$ cat src/rtl/core_ctrl_pkg.sv
// Shared control definitions for the RV32I core: controller states,
// opcode map and immediate-format codes used by controller and decoder.
package core_ctrl_pkg;

    typedef enum logic [2:0] {
        S_IDLE    = 3'd0,
        S_FETCH   = 3'd1,
        S_DECODE  = 3'd2,
        S_EXECUTE = 3'd3,
        S_MEM     = 3'd4,
        S_WB      = 3'd5,
        S_ERR     = 3'd7
    } state_e;

    typedef struct packed {
        logic reg_write;
        logic mem_read;
        logic mem_write;
        logic branch;
    } dec_flags_t;

    localparam logic [6:0] OPC_LOAD   = 7'b0000011;
    localparam logic [6:0] OPC_STORE  = 7'b0100011;
    localparam logic [6:0] OPC_BRANCH = 7'b1100011;
    localparam logic [6:0] OPC_JAL    = 7'b1101111;
    localparam logic [6:0] OPC_JALR   = 7'b1100111;
    localparam logic [6:0] OPC_OP_IMM = 7'b0010011;
    localparam logic [6:0] OPC_OP     = 7'b0110011;
    localparam logic [6:0] OPC_LUI    = 7'b0110111;
    localparam logic [6:0] OPC_AUIPC  = 7'b0010111;

    localparam logic [2:0] IMM_I = 3'd0;
    localparam logic [2:0] IMM_S = 3'd1;
    localparam logic [2:0] IMM_B = 3'd2;
    localparam logic [2:0] IMM_U = 3'd3;
    localparam logic [2:0] IMM_J = 3'd4;

    function automatic logic is_wait_state(input state_e s);
        return (s == S_FETCH) || (s == S_MEM);
    endfunction

endpackage

$ cat src/rtl/ctrl_wait_timer.sv
// Memory-handshake wait counter; flags expiry when the limit is reached
// without a ready in the same cycle.
module ctrl_wait_timer #(
    parameter int TIMEOUT_CYC = 255,
    parameter int TO_W        = 8
) (
    input  logic clk,
    input  logic rst_n,
    input  logic busy,
    input  logic ready,
    output logic expired
);

    localparam logic [TO_W-1:0] LIMIT = TO_W'(TIMEOUT_CYC);

    logic [TO_W-1:0] cnt_q, cnt_d;

    // Any cycle that is not an unanswered request clears the count, so
    // every entry into a wait state starts from zero.
    always_comb begin
        cnt_d   = '0;
        expired = 1'b0;
        if (busy && !ready) begin
            cnt_d   = cnt_q + TO_W'(1);
            expired = (cnt_q == LIMIT);
        end
    end

    always_ff @(posedge clk or negedge rst_n) begin
        if (!rst_n) cnt_q <= '0;
        else        cnt_q <= cnt_d;
    end

endmodule

$ cat src/rtl/multicycle_ctrl.sv
// Multi-cycle FETCH/DECODE/EXECUTE/MEM/WB sequencer for the RV32I core.
// Define CTRL_PERF_CNT_EN to build the cycle and retired-instruction counters.
module multicycle_ctrl
    import core_ctrl_pkg::*;
#(
    parameter int TIMEOUT_CYC = 255,
    parameter int TO_W        = 8
) (
    input  logic        clk,
    input  logic        rst_n,
    input  logic        run,
    output logic        imem_req,
    input  logic        imem_ready,
    output logic        dmem_req,
    output logic        dmem_we,
    input  logic        dmem_ready,
    input  logic        dec_reg_write,
    input  logic        dec_mem_read,
    input  logic        dec_mem_write,
    input  logic        dec_branch,
    input  logic        br_taken,
    output logic        ir_we,
    output logic        alu_out_we,
    output logic        rf_we,
    output logic        pc_we,
    output logic        pc_sel_tgt,
    output logic        retire,
    output logic        err,
    output logic [2:0]  state_o,
    output logic [31:0] cyc_cnt,
    output logic [31:0] instret_cnt
);

    state_e     state_q, state_d;
    dec_flags_t flags_q, flags_d;
    logic       taken_q, taken_d;
    logic       taken_now;
    logic       wait_busy, wait_ready, wait_expired;
    state_e     next_fetch;

    assign wait_busy  = is_wait_state(state_q);
    assign wait_ready = (state_q == S_FETCH) ? imem_ready : dmem_ready;
    assign next_fetch = run ? S_FETCH : S_IDLE;

    ctrl_wait_timer #(
        .TIMEOUT_CYC (TIMEOUT_CYC),
        .TO_W        (TO_W)
    ) u_wait_timer (
        .clk     (clk),
        .rst_n   (rst_n),
        .busy    (wait_busy),
        .ready   (wait_ready),
        .expired (wait_expired)
    );

    always_comb begin
        state_d    = state_q;
        flags_d    = flags_q;
        taken_d    = taken_q;
        taken_now  = 1'b0;
        imem_req   = 1'b0;
        dmem_req   = 1'b0;
        dmem_we    = 1'b0;
        ir_we      = 1'b0;
        alu_out_we = 1'b0;
        rf_we      = 1'b0;
        pc_we      = 1'b0;
        pc_sel_tgt = 1'b0;
        retire     = 1'b0;
        err        = 1'b0;
        unique case (state_q)
            S_IDLE: begin
                if (run) state_d = S_FETCH;
            end
            S_FETCH: begin
                imem_req = 1'b1;
                if (imem_ready) begin
                    ir_we   = 1'b1;
                    state_d = S_DECODE;
                end else if (wait_expired) begin
                    state_d = S_ERR;
                end
            end
            S_DECODE: begin
                flags_d.reg_write = dec_reg_write;
                flags_d.mem_read  = dec_mem_read;
                flags_d.mem_write = dec_mem_write;
                flags_d.branch    = dec_branch;
                state_d           = S_EXECUTE;
            end
            S_EXECUTE: begin
                alu_out_we = 1'b1;
                taken_now  = flags_q.branch & br_taken;
                taken_d    = taken_now;
                if (flags_q.mem_read || flags_q.mem_write) begin
                    state_d = S_MEM;
                end else if (flags_q.reg_write) begin
                    state_d = S_WB;
                end else begin
                    pc_we      = 1'b1;
                    pc_sel_tgt = taken_now;
                    retire     = 1'b1;
                    state_d    = next_fetch;
                end
            end
            S_MEM: begin
                dmem_req = 1'b1;
                // read+write together is illegal; it degrades to a load
                dmem_we  = flags_q.mem_write & ~flags_q.mem_read;
                if (dmem_ready) begin
                    if (flags_q.mem_read) begin
                        state_d = S_WB;
                    end else begin
                        pc_we   = 1'b1;
                        retire  = 1'b1;
                        state_d = next_fetch;
                    end
                end else if (wait_expired) begin
                    state_d = S_ERR;
                end
            end
            S_WB: begin
                rf_we      = 1'b1;
                pc_we      = 1'b1;
                pc_sel_tgt = taken_q;
                retire     = 1'b1;
                state_d    = next_fetch;
            end
            S_ERR: begin
                err = 1'b1;
            end
            default: begin
                state_d = S_ERR;
            end
        endcase
    end

    always_ff @(posedge clk or negedge rst_n) begin
        if (!rst_n) begin
            state_q <= S_IDLE;
            flags_q <= '0;
            taken_q <= 1'b0;
        end else begin
            state_q <= state_d;
            flags_q <= flags_d;
            taken_q <= taken_d;
        end
    end

    assign state_o = state_q;

`ifdef CTRL_PERF_CNT_EN
    logic [31:0] cyc_q, cyc_d;
    logic [31:0] ins_q, ins_d;

    always_comb begin
        cyc_d = cyc_q;
        ins_d = ins_q;
        if (state_q != S_IDLE && state_q != S_ERR) cyc_d = cyc_q + 32'd1;
        if (retire) ins_d = ins_q + 32'd1;
    end

    always_ff @(posedge clk or negedge rst_n) begin
        if (!rst_n) begin
            cyc_q <= '0;
            ins_q <= '0;
        end else begin
            cyc_q <= cyc_d;
            ins_q <= ins_d;
        end
    end

    assign cyc_cnt     = cyc_q;
    assign instret_cnt = ins_q;
`else
    assign cyc_cnt     = '0;
    assign instret_cnt = '0;
`endif

endmodule

$ cat config.mk
export PLATFORM = sky130hd
export DESIGN_NAME = multicycle_ctrl
export DESIGN_NICKNAME = d
export VERILOG_FILES = /design/src/rtl/core_ctrl_pkg.sv /design/src/rtl/ctrl_wait_timer.sv /design/src/rtl/multicycle_ctrl.sv
export SDC_FILE = /design/constraint.sdc
export NUM_CORES = 1
export LEC_CHECK = 0
export CAP_MARGIN = 30
export CORE_ASPECT_RATIO = 1.5
export CORE_MARGIN = 2
export CORE_UTILIZATION = 40
export DETAILED_ROUTE_END_ITERATION = 7
export GPL_ROUTABILITY_DRIVEN = 1
export HOLD_SLACK_MARGIN = 0.12
export PLACE_DENSITY = 0.85
export SLEW_MARGIN = 20
export SYNTH_ARGS = -nofsm -noshare
export SYNTH_HDL_FRONTEND = slang
export SYNTH_SLANG_ARGS = --single-unit
$ cat constraint.sdc
create_clock -name clk -period 3.6 [get_ports clk]
set_clock_uncertainty 0.2 [all_clocks]
set_input_delay 0.9 -clock clk [delete_from_list [all_inputs] [get_ports clk]]
set_output_delay 0.9 -clock clk [all_outputs]
set_load 0.005 [all_outputs]
==> impl_summary.txt, run 1 <==
----------------------------------------------------
[CTS]
  Quantity of gates resized following cts ... 0
  Root buf cell ... sky130_fd_sc_hd__clkbuf_8
  Clock tree from TritonCTS ... done
  Hold_buf cts ... 0
  TritonCTS Sinks ... 16
  Htree depth ... 1
  Total clock buffers created by CTS ... 3
  Maximum number of buffers from clock root to sink ... 2
  Post-CTS setup buffer count ... 0
  Worst skew pair latency ... 250 ps
  Clock-pin transition on the worst setup and hold timing paths ... 60 ps

[Floorplan]
  Std-Cell Core Area ... 3350 µm²
  Horizontal extent of the die ... 51.7 µm
  Row Count ... 26
  Die height ... 75.6 µm
  Number of ports placed on the die boundary ... 87
  Floorplan die area ... 3910 µm²
  Starting Density ... 40.8%

[Power and ir drop]
  VDD IR max ... 0.000274 V
  LEAKAGE ... 0.698 nW
  Internal power ... 0.510 mW
  Net Sw Frac ... 35.9%
  Switching power of the nets ... 0.285 mW
  Power per standard cell area ... 562 nW/µm²
  Share of total power in combinational logic ... 43.2%
  Power share of the clock group ... 19.8%
  Part of the power in registers ... 36.9%

[Synth]
  Post-synth EDFFs ... 0
  Fraction of registers with async set or reset after synthesis ... 100%
  Count leader, synth ... sky130_fd_sc_hd__buf_4
  Main synth FF type ... sky130_fd_sc_hd__dfrtp_1
  Average instance area after synthesis ... 8.81 µm²
  Synthesized instance count ... 155
  Number of register bits inferred by synthesis ... 16
  Biggest area consumer among synthesized cells ... sky130_fd_sc_hd__buf_4
  Synth area leaders ... sky130_fd_sc_hd__buf_4, sky130_fd_sc_hd__dfrtp_1, sky130_fd_sc_hd__nor2_1
  Synth unique cells ... 31
  Cell area after synthesis ... 1370 µm²
  Cell types with the highest counts after synthesis ... sky130_fd_sc_hd__buf_4, sky130_fd_sc_hd__dfrtp_1, sky130_fd_sc_hd__nor2_1
  Share of Yosys cell area claimed by the top area cell type ... 35.7%
  Sequential-to-total area share from yosys stat ... 29.3%
  Warnings from Yosys ... 0

[STA]
  Normalized max-slew margin ... 53.2%
  Fin. max-slew vios ... 0
  Endpoints failing hold ... 0
  Worst-Margin Slew ... 700 ps
  Final setup TNS ... 0 ps
  # setup viols final ... 0
  Share of the clock period used by the worst path after layout ... 92.3%
  Final min period ... 3320 ps
  Maximum operating frequency ... 0.301 GHz
  Unrepaired setup endpoints after global routing ... false

[Worst setup path]
  Worst setup path end ... pc_we
  Arrival time worst endpoint ... 2220 ps
  Worst R2R Setup Slack ... 1610 ps
  Crit path max fanout ... 3
  Data required, critical path ... 2500 ps
  Worst Path Class, Setup ... in -> out
  R2R Path End ... state_o[0]
  Reg-to-reg startpoint ... state_o[0]
  Worst setup EP type ... primary output
  Nature of the critical path startpoint ... input port
  Source of the critical timing path ... dmem_ready
  Worst R2R Path Depth ... 4

[Detailed routing]
  Drt total wl ... 2110 µm
  First-pass DRT Iterations ... 3
  Iteration-0 DRC Markers ... 25
  Number of remaining DRC errors ... 0
  Routed WL per cell ... 9.68 µm
  Final ANT Viol Nets ... 0
  Detailed-route via count ... 928
  Number of vias per cell ... 4.26

[Place]
  Final Wtd Congestion ... 0.767
  HPWL after detailed placement ... 1740 µm
  DP Area ... 1360 µm²
  Input/output buffers ... 22

[Layout]
  Net count of the finished layout ... 188
  Post-synthesis to final-layout area growth ... 3.57%
  Share of post-route cells with drive strength above 1 ... 5.11%
  Fin area ... 1420 µm²
  Number of antenna repair diodes ... 0

[Global route]
  Wire length of the first global-routing pass ... 3050 µm
  Total track usage ... 10.6%
  Maximum number of pins on one net before global-route repair ... 17
  Grt ovf ... 0
  Via count of the first global-routing pass ... 735
  Antenna violations before repair ... 0

[Hold path]
  Worst min-delay path category ... reg -> reg
  Hold path startpoint ... u_wait_timer.cnt_q[0]

[Job]
  Max capacitance violation total ... 0

[Status]
  Result of the run ... completed

----------------------------------------------------
[per-stage QoR]
stage	cells	hold slack (ps)	total power, mW	setup WS, ps	utilization (%)
finish	218	270	0.795	278	42.2
global route	218	295	0.860	194	42.2
CTS	218	274	0.800	269	42.2
detailed placement	214	266	0.640	269	40.6
global placement	214	256	0.626	285	40.6
floorplan	218	231	0.566	1210	-
[registers in the layout, summed over array words and instances, names as in the netlist]
| signal | count |
|---|---|
| taken_q | 1 |
| u_wait_timer.cnt_q | 8 |
| state_o | 3 |
| flags_q | 4 |
[final cells by class]
cell class,instances,area (µm²)
Multi-Input combinational cell,128,664
Sequential cell,16,400
Clock buffer,4,55.1
Tap cell,42,52.6
Fill cell,330,1940
Inverter,6,22.5
Timing Repair Buffer,22,220
[logic make-up (layout without fill, tap and decap cells)]
| family | Yosys count | in the layout | synth area share, % |
|---|---|---|---|
| buffers and inverters | 74 | 32 | 39.4 |
| AND/OR/NAND/NOR | 35 | 35 | 13.6 |
| AO/OA/AOI/OAI | 21 | 21 | 11.4 |
| flip-flops | 16 | 16 | 29.3 |
| XOR/XNOR | 4 | 4 | 2.56 |
| multiplexers | 3 | 3 | 2.47 |
| adder cells (fa/ha/maj) | 1 | 1 | 0.916 |
| other | 1 | 64 | 0.274 |
[layer usage]
| layer | global-route usage [%] | wire length, µm | vias to the layer above |
|---|---|---|---|
| met1 | 9.58 | 722 | 437 |
| li1 | - | - | 428 |
| met4 | 7.31 | 58 | 0 |
| met3 | 1.76 | 157 | 5 |
| met5 | 0 | 0 | - |
| met2 | 20.9 | 1170 | 58 |
[power by group through the flow]
stage               clock network, mW  logic [mW]  registers, mW
finish                          0.158       0.344          0.294
global route                    0.172       0.383          0.305
CTS                             0.162       0.345          0.292
detailed placement                  0       0.344          0.296
global placement                    0       0.334          0.292
floorplan                           0       0.299          0.267
[worst min path at each step]
stage / end / cells past startpoint
global route: u_wait_timer.cnt_q[0] / 1
floorplan: u_wait_timer.cnt_q[0] / 1
global placement: u_wait_timer.cnt_q[0] / 1
CTS: u_wait_timer.cnt_q[0] / 1
detailed placement: u_wait_timer.cnt_q[0] / 1
finish: u_wait_timer.cnt_q[0] / 1
[placed cells by master (no fill, tap or decap), types with 2 or more instances in the layout]
| cell | synthesis | layout |
|---|---|---|
| sky130_fd_sc_hd__dfrtp_1 | 16 | 16 |
| sky130_fd_sc_hd__conb_1 | 1 | 64 |
| sky130_fd_sc_hd__clkbuf_8 | 0 | 4 |
| sky130_fd_sc_hd__nor3_1 | 3 | 3 |
| sky130_fd_sc_hd__and3_1 | 3 | 3 |
| sky130_fd_sc_hd__o311ai_0 | 3 | 3 |
| sky130_fd_sc_hd__nor2_1 | 11 | 11 |
| sky130_fd_sc_hd__a21oi_1 | 6 | 6 |
| sky130_fd_sc_hd__xor2_1 | 3 | 3 |
| sky130_fd_sc_hd__or3b_1 | 2 | 2 |
| sky130_fd_sc_hd__o21ai_0 | 5 | 5 |
| sky130_fd_sc_hd__inv_1 | 6 | 6 |
| sky130_fd_sc_hd__nand3_1 | 5 | 5 |
| sky130_fd_sc_hd__or3_1 | 2 | 2 |
| sky130_fd_sc_hd__a21o_1 | 2 | 2 |
| sky130_fd_sc_hd__clkdlybuf4s50_1 | 0 | 22 |
| sky130_fd_sc_hd__nand2_1 | 3 | 3 |
| sky130_fd_sc_hd__nor3b_1 | 2 | 2 |
| sky130_fd_sc_hd__mux2_2 | 3 | 3 |
[critical path, stage by stage]
cell and delay (ps):
sky130_fd_sc_hd__clkdlybuf4s50_1 490, sky130_fd_sc_hd__a21oi_1 90, sky130_fd_sc_hd__o2bb2ai_1 200, sky130_fd_sc_hd__clkdlybuf4s50_1 540
Power figures use the tool's default switching activity.
==> run 2: changes to the inputs <==
--- a/config.mk
+++ b/config.mk
@@ -9,6 +9,7 @@
 export CORE_ASPECT_RATIO = 1.5
 export CORE_MARGIN = 2
 export CORE_UTILIZATION = 40
+export CTS_CLUSTER_SIZE = 20
 export DETAILED_ROUTE_END_ITERATION = 7
 export GPL_ROUTABILITY_DRIVEN = 1
 export HOLD_SLACK_MARGIN = 0.12
==> results of run 2 <==
Final layout, timing and power as in run 1 (identical DEF).
==> run 3: changes to the inputs <==
--- a/config.mk
+++ b/config.mk
@@ -6,14 +6,16 @@
 export NUM_CORES = 1
 export LEC_CHECK = 0
 export CAP_MARGIN = 30
+export CELL_PAD_IN_SITES_DETAIL_PLACEMENT = 0
+export CELL_PAD_IN_SITES_GLOBAL_PLACEMENT = 1
 export CORE_ASPECT_RATIO = 1.5
 export CORE_MARGIN = 2
-export CORE_UTILIZATION = 40
+export CORE_UTILIZATION = 27
 export CTS_CLUSTER_SIZE = 20
 export DETAILED_ROUTE_END_ITERATION = 7
 export GPL_ROUTABILITY_DRIVEN = 1
 export HOLD_SLACK_MARGIN = 0.12
-export PLACE_DENSITY = 0.85
+export PLACE_DENSITY = 0.83
 export SLEW_MARGIN = 20
 export SYNTH_ARGS = -nofsm -noshare
 export SYNTH_HDL_FRONTEND = slang
==> impl_summary.txt, run 3 (synthesis results as in run 1) <==
----------------------------------------------------
[Detailed routing]
  Routed wl met3 ... 243 µm (was 157 µm)
  Top routing layer used ... met4 (unchanged)
  Routed WL per cell ... 9.43 µm (was 9.68 µm)
  Final ANT Viol Nets ... 0 (unchanged)
  Drt total wl ... 2280 µm (was 2110 µm)
  Met2 routed WL ... 1250 µm (was 1170 µm)
  First-pass DRT Iterations ... 4 (was 3)
  Detailed-route via count ... 902 (was 928)
  Routed metal-1 wirelength ... 770 µm (was 722 µm)
  Number of vias per cell ... 3.73 (was 4.26)
  Iteration-0 DRC Markers ... 22 (was 25)
  Number of remaining DRC errors ... 0 (unchanged)

[Worst setup path]
  Nature of the critical path startpoint ... input port (unchanged)
  Crit path max fanout ... 3 (unchanged)
  Arrival time worst endpoint ... 2240 ps (was 2220 ps)
  Worst Path Class, Setup ... in -> out (unchanged)
  Data required, critical path ... 2500 ps (about the same)
  Worst setup EP type ... primary output (unchanged)

[CTS]
  Htree depth ... 1 (unchanged)
  Total clock buffers created by CTS ... 3 (unchanged)
  Clock tree from TritonCTS ... done (unchanged)
  Root buf cell ... sky130_fd_sc_hd__clkbuf_8 (unchanged)
  TritonCTS Sinks ... 16 (unchanged)
  Worst skew pair latency ... 250 ps (about the same)
  Post-CTS setup buffer count ... 0 (unchanged)
  Maximum number of buffers from clock root to sink ... 2 (unchanged)
  Clock-pin transition on the worst setup and hold timing paths ... 60 ps (about the same)
  Quantity of gates resized following cts ... 0 (unchanged)
  Hold_buf cts ... 0 (unchanged)

[Floorplan]
  Starting Density ... 28.2% (was 40.8%)
  Row Count ... 31 (was 26)
  Number of ports placed on the die boundary ... 87 (unchanged)
  Horizontal extent of the die ... 62.1 µm (was 51.7 µm)
  Floorplan die area ... 5660 µm² (was 3910 µm²)
  Std-Cell Core Area ... 4850 µm² (was 3350 µm²)
  Die height ... 91.1 µm (was 75.6 µm)

[Power and ir drop]
  Power per standard cell area ... 551 nW/µm² (was 562 nW/µm²)
  LEAKAGE ... 0.698 nW (unchanged)
  Power, Total ... 0.796 mW (was 0.795 mW)
  VDD IR max ... 0.000135 V (was 0.000274 V)

[STA]
  Worst hold slack after final layout ... 269 ps (was 270 ps)
  Unrepaired setup endpoints after global routing ... false (unchanged)
  Worst-Margin Slew ... 727 ps (was 700 ps)
  Fin. max-slew vios ... 0 (unchanged)
  # setup viols final ... 0 (unchanged)
  Final setup TNS ... 0 ps (unchanged)
  Final min period ... 3340 ps (was 3320 ps)
  Share of the clock period used by the worst path after layout ... 92.9% (was 92.3%)
  Normalized max-slew margin ... 51.4% (was 53.2%)
  Endpoints failing hold ... 0 (unchanged)
  Maximum operating frequency ... 0.299 GHz (was 0.301 GHz)

[Global route]
  Wire length of the first global-routing pass ... 3480 µm (was 3050 µm)
  Total track usage ... 8.05% (was 10.6%)
  Maximum number of pins on one net before global-route repair ... 17 (unchanged)
  Via count of the first global-routing pass ... 767 (was 735)
  Antenna violations before repair ... 0 (unchanged)
  Grt ovf ... 0 (unchanged)

[Status]
  Result of the run ... completed (unchanged)

[Place]
  Input/output buffers ... 22 (unchanged)
  Cell total after placement ... 238 (was 214)
  HPWL after detailed placement ... 1860 µm (was 1740 µm)
  Final Wtd Congestion ... 0.717 (was 0.767)

[Layout]
  Reg with most FFs ... u_wait_timer.cnt_q (unchanged)
  Flip-flop count of the largest register after layout ... 8 (unchanged)
  Net count of the finished layout ... 188 (unchanged)
  Number of antenna repair diodes ... 0 (unchanged)
  Share of post-route cells with drive strength above 1 ... 5.11% (unchanged)
  Final standard cell count with taps included and fillers excluded ... 242 (was 218)
  Commonest cells after routing, fill and taps aside ... sky130_fd_sc_hd__conb_1, sky130_fd_sc_hd__clkdlybuf4s50_1, sky130_fd_sc_hd__dfrtp_1, sky130_fd_sc_hd__nor2_1 (unchanged)
  Post-synthesis to final-layout area growth ... 5.77% (was 3.57%)
  Most common cell after layout, fill and taps aside ... sky130_fd_sc_hd__conb_1 (unchanged)

[Job]
  Max capacitance violation total ... 0 (unchanged)

[Hold path]
  Worst min-delay path category ... reg -> reg (unchanged)

----------------------------------------------------
-- run 3: path summary, 6_finish.rpt --
path,depth (start not counted),slack [ps],start,to
max,4,260,dmem_ready,retire
min,1,270,u_wait_timer.cnt_q[0],u_wait_timer.cnt_q[0]
max reg2reg,3,1620,state_o[1],flags_q[0]
min reg2reg,1,270,u_wait_timer.cnt_q[0],u_wait_timer.cnt_q[0]
max in group asynchronous,1,1860,rst_n,state_o[2]
min in group asynchronous,1,880,rst_n,u_wait_timer.cnt_q[5]
-- run 3: area by class of cell --
type	instances	area, µm²
Clock buffer	4	55.1
Fill cell	540	3400
Timing Repair Buffer	22	220
Sequential cell	16	400
Multi-Input combinational cell	128	664
Inverter	6	22.5
Tap cell	66	82.6
-- run 3: through the flow --
stage	cell area [µm²]	util, %	worst slack [ps]
after global routing	1450	29.8	181
after floorplan	1600	-	1210
after detailed placement	1390	28.7	267
after global placement	1390	28.7	274
final	1450	29.8	256
after CTS	1450	29.8	252
-- run 3: report_power, final --
group,leakage (nW),switching [mW],internal (mW)
combinational,0.460,0.161,0.183
sequential,0.209,0.0638,0.230
clock,0.0288,0.0616,0.0969
-- run 3: worst max-delay path, cell delays in order --
cell,delay [ps]
sky130_fd_sc_hd__clkdlybuf4s50_1,500
sky130_fd_sc_hd__a21oi_1,100
sky130_fd_sc_hd__o2bb2ai_1,210
sky130_fd_sc_hd__clkdlybuf4s50_1,530
-- run 3: layer usage --
metal,vias up,global-route usage (%)
li1,428,-
met1,418,8.48
met4,0,2.66
met3,2,2.56
met5,-,0
met2,54,14.2
==> edit, RTL diff (flow settings as in run 1) <==
`TIMEOUT_CYC` is set to 255 in 2 places; all go to 128.
--- a/src/rtl/ctrl_wait_timer.sv
+++ b/src/rtl/ctrl_wait_timer.sv
@@ -1,7 +1,7 @@
 // Memory-handshake wait counter; flags expiry when the limit is reached
 // without a ready in the same cycle.
 module ctrl_wait_timer #(
-    parameter int TIMEOUT_CYC = 255,
+    parameter int TIMEOUT_CYC = 128,
     parameter int TO_W        = 8
 ) (
     input  logic clk,
--- a/src/rtl/multicycle_ctrl.sv
+++ b/src/rtl/multicycle_ctrl.sv
@@ -3,7 +3,7 @@
 module multicycle_ctrl
     import core_ctrl_pkg::*;
 #(
-    parameter int TIMEOUT_CYC = 255,
+    parameter int TIMEOUT_CYC = 128,
     parameter int TO_W        = 8
 ) (
     input  logic        clk,
Behaviour: same outputs for any inputs over 10 cycles, from zero or initial values and one cycle with rst_n low; that may be too few to reach the edited logic, so the function may still have changed.
==> edit against run 1 <==
- wire length up 8.5%
- total power increased by 1.1%
- global-route usage up 0.44 points
- worst setup slack got worse by 0.047 ns
- register-to-register slack gained 0.20 ns
- via count rose by 7.0%
- largest power group unchanged
- final area is 4.3% higher
- sequential cell count did not move
- largest cell class unchanged
- area after synthesis up 3.0%
- critical path type unchanged
- utilization rose by 1.4 points
==> edit: results (changes against run 1) <==
status completed (unchanged); post-CTS sizing 0 (unchanged); reg2reg start state_o[2] (was state_o[0]); CTS Buffer Depth 2 (unchanged); Num CTS Buffers 3 (unchanged); worst setup path end pc_sel_tgt (was pc_we); Peak VDD IR 0.000231 V (was 0.000274 V); fin crit share 93.6% (was 92.3%); Worst Hold End flags_q[0] (was u_wait_timer.cnt_q[0]); HP Start flags_q[0] (was u_wait_timer.cnt_q[0]); CP peak stage delay 0.56 ns (was 0.54 ns); DR WL/cell 10.1 um (was 9.68 um); reg-to-reg setup timing slack 1.81 ns (was 1.61 ns); Slowest cell on crit path clkdlybuf4s50_1 (unchanged); gp weighted congestion 0.767 (about the same); leakage 0.716 nW (was 0.698 nW); sequential share of the synthesized area 28.4% (was 29.3%); M1 GR Usage 11.6% (was 9.58%); largest net degree at the start of global routing 19 (was 17); Synthesis Warnings 0 (unchanged); CP startpoint br_taken (was dmem_ready); DR vias/cell 4.37 (was 4.26); top cells by area, synth buf_4 (35%), dfrtp_1 (28%), nor2_1 (3.2%) (was buf_4 (36%), dfrtp_1 (29%), nor2_1 (3.0%)); synthesized instance count 162 (was 155); first-pass GRT wire length 3.42 mm (was 3.05 mm); hold slack final 0.315 ns (was 0.270 ns); root buffer cell clkbuf_8 (unchanged); drt total wl 2.29 mm (was 2.11 mm); # Post-CTS Setup Buffers 0 (unchanged); FF-to-FF path depth 4 (unchanged); critical path data arrival time 2.27 ns (was 2.22 ns); Min-Delay Path Class register to register (unchanged); clk_lat worst skew 0.24 ns; Synth top cells by count buf_4 (66), dfrtp_1 (16), nor2_1 (12), nand3_1 (8) (was buf_4 (65), dfrtp_1 (16), nor2_1 (11), a21oi_1 (6), inv_1 (6)); nets 199 (was 188); layout cells sized above 1 7.03% (was 5.11%); DP Cell Count 224 (was 214); worst-path fanout max 2 (was 3); Worst-path clk slew 0.06 ns (about the same); M2 GR Usage 19.5% (was 20.9%); diode count 0 (unchanged); Global Route Usage Sum 11.1% (was 10.6%); DP Wirelength 1.83 mm (was 1.74 mm); Hold Path Stages 1 (unchanged); vias in the first global route 793 (was 735); relative slew slack 53.7% (was 53.2%); Distinct cells, synth 33 (was 31); Placed Area 0.00144 sq mm (was 0.00136 sq mm); drt pass-1 iters 4 (was 3); max FFs per register 8 (unchanged); met3 Resource Use GR 2.33% (was 1.76%)
edit: cell families (layout without fill, tap and decap cells):
logic type               Yosys count  in the layout  share of synthesized area [%]
XOR/XNOR                           6              6                           3.73
buffers and inverters             72             32                           36.9
adder cells (fa/ha/maj)            2              2                           1.78
AO/OA/AOI/OAI                     17             17                           8.09
other                              1             64                          0.266
flip-flops                        16             16                           28.4
AND/OR/NAND/NOR                   45             45                           18.4
multiplexers                       3              3                           2.40
edit: cell type report:
class                   instances  area [sq um]
flip-flops and latches         16           400
clock buffers                   3          41.3
well taps                      42          52.6
multi-input cells             137           724
repair buffers                 25           243
fillers                       350          1910
inverters                       4          15.0
edit: metal layers:
layer | routed length [um] | part of all wire, %
met5 | 0 | 0
met4 | 30 | 1.3
met3 | 218 | 9.5
met2 | 1240 | 54
met1 | 799 | 35
edit: report_power, final:
part	internal [mW]	switching [mW]
logic	0.200	0.179
clock network	0.0740	0.0545
registers	0.230	0.0661
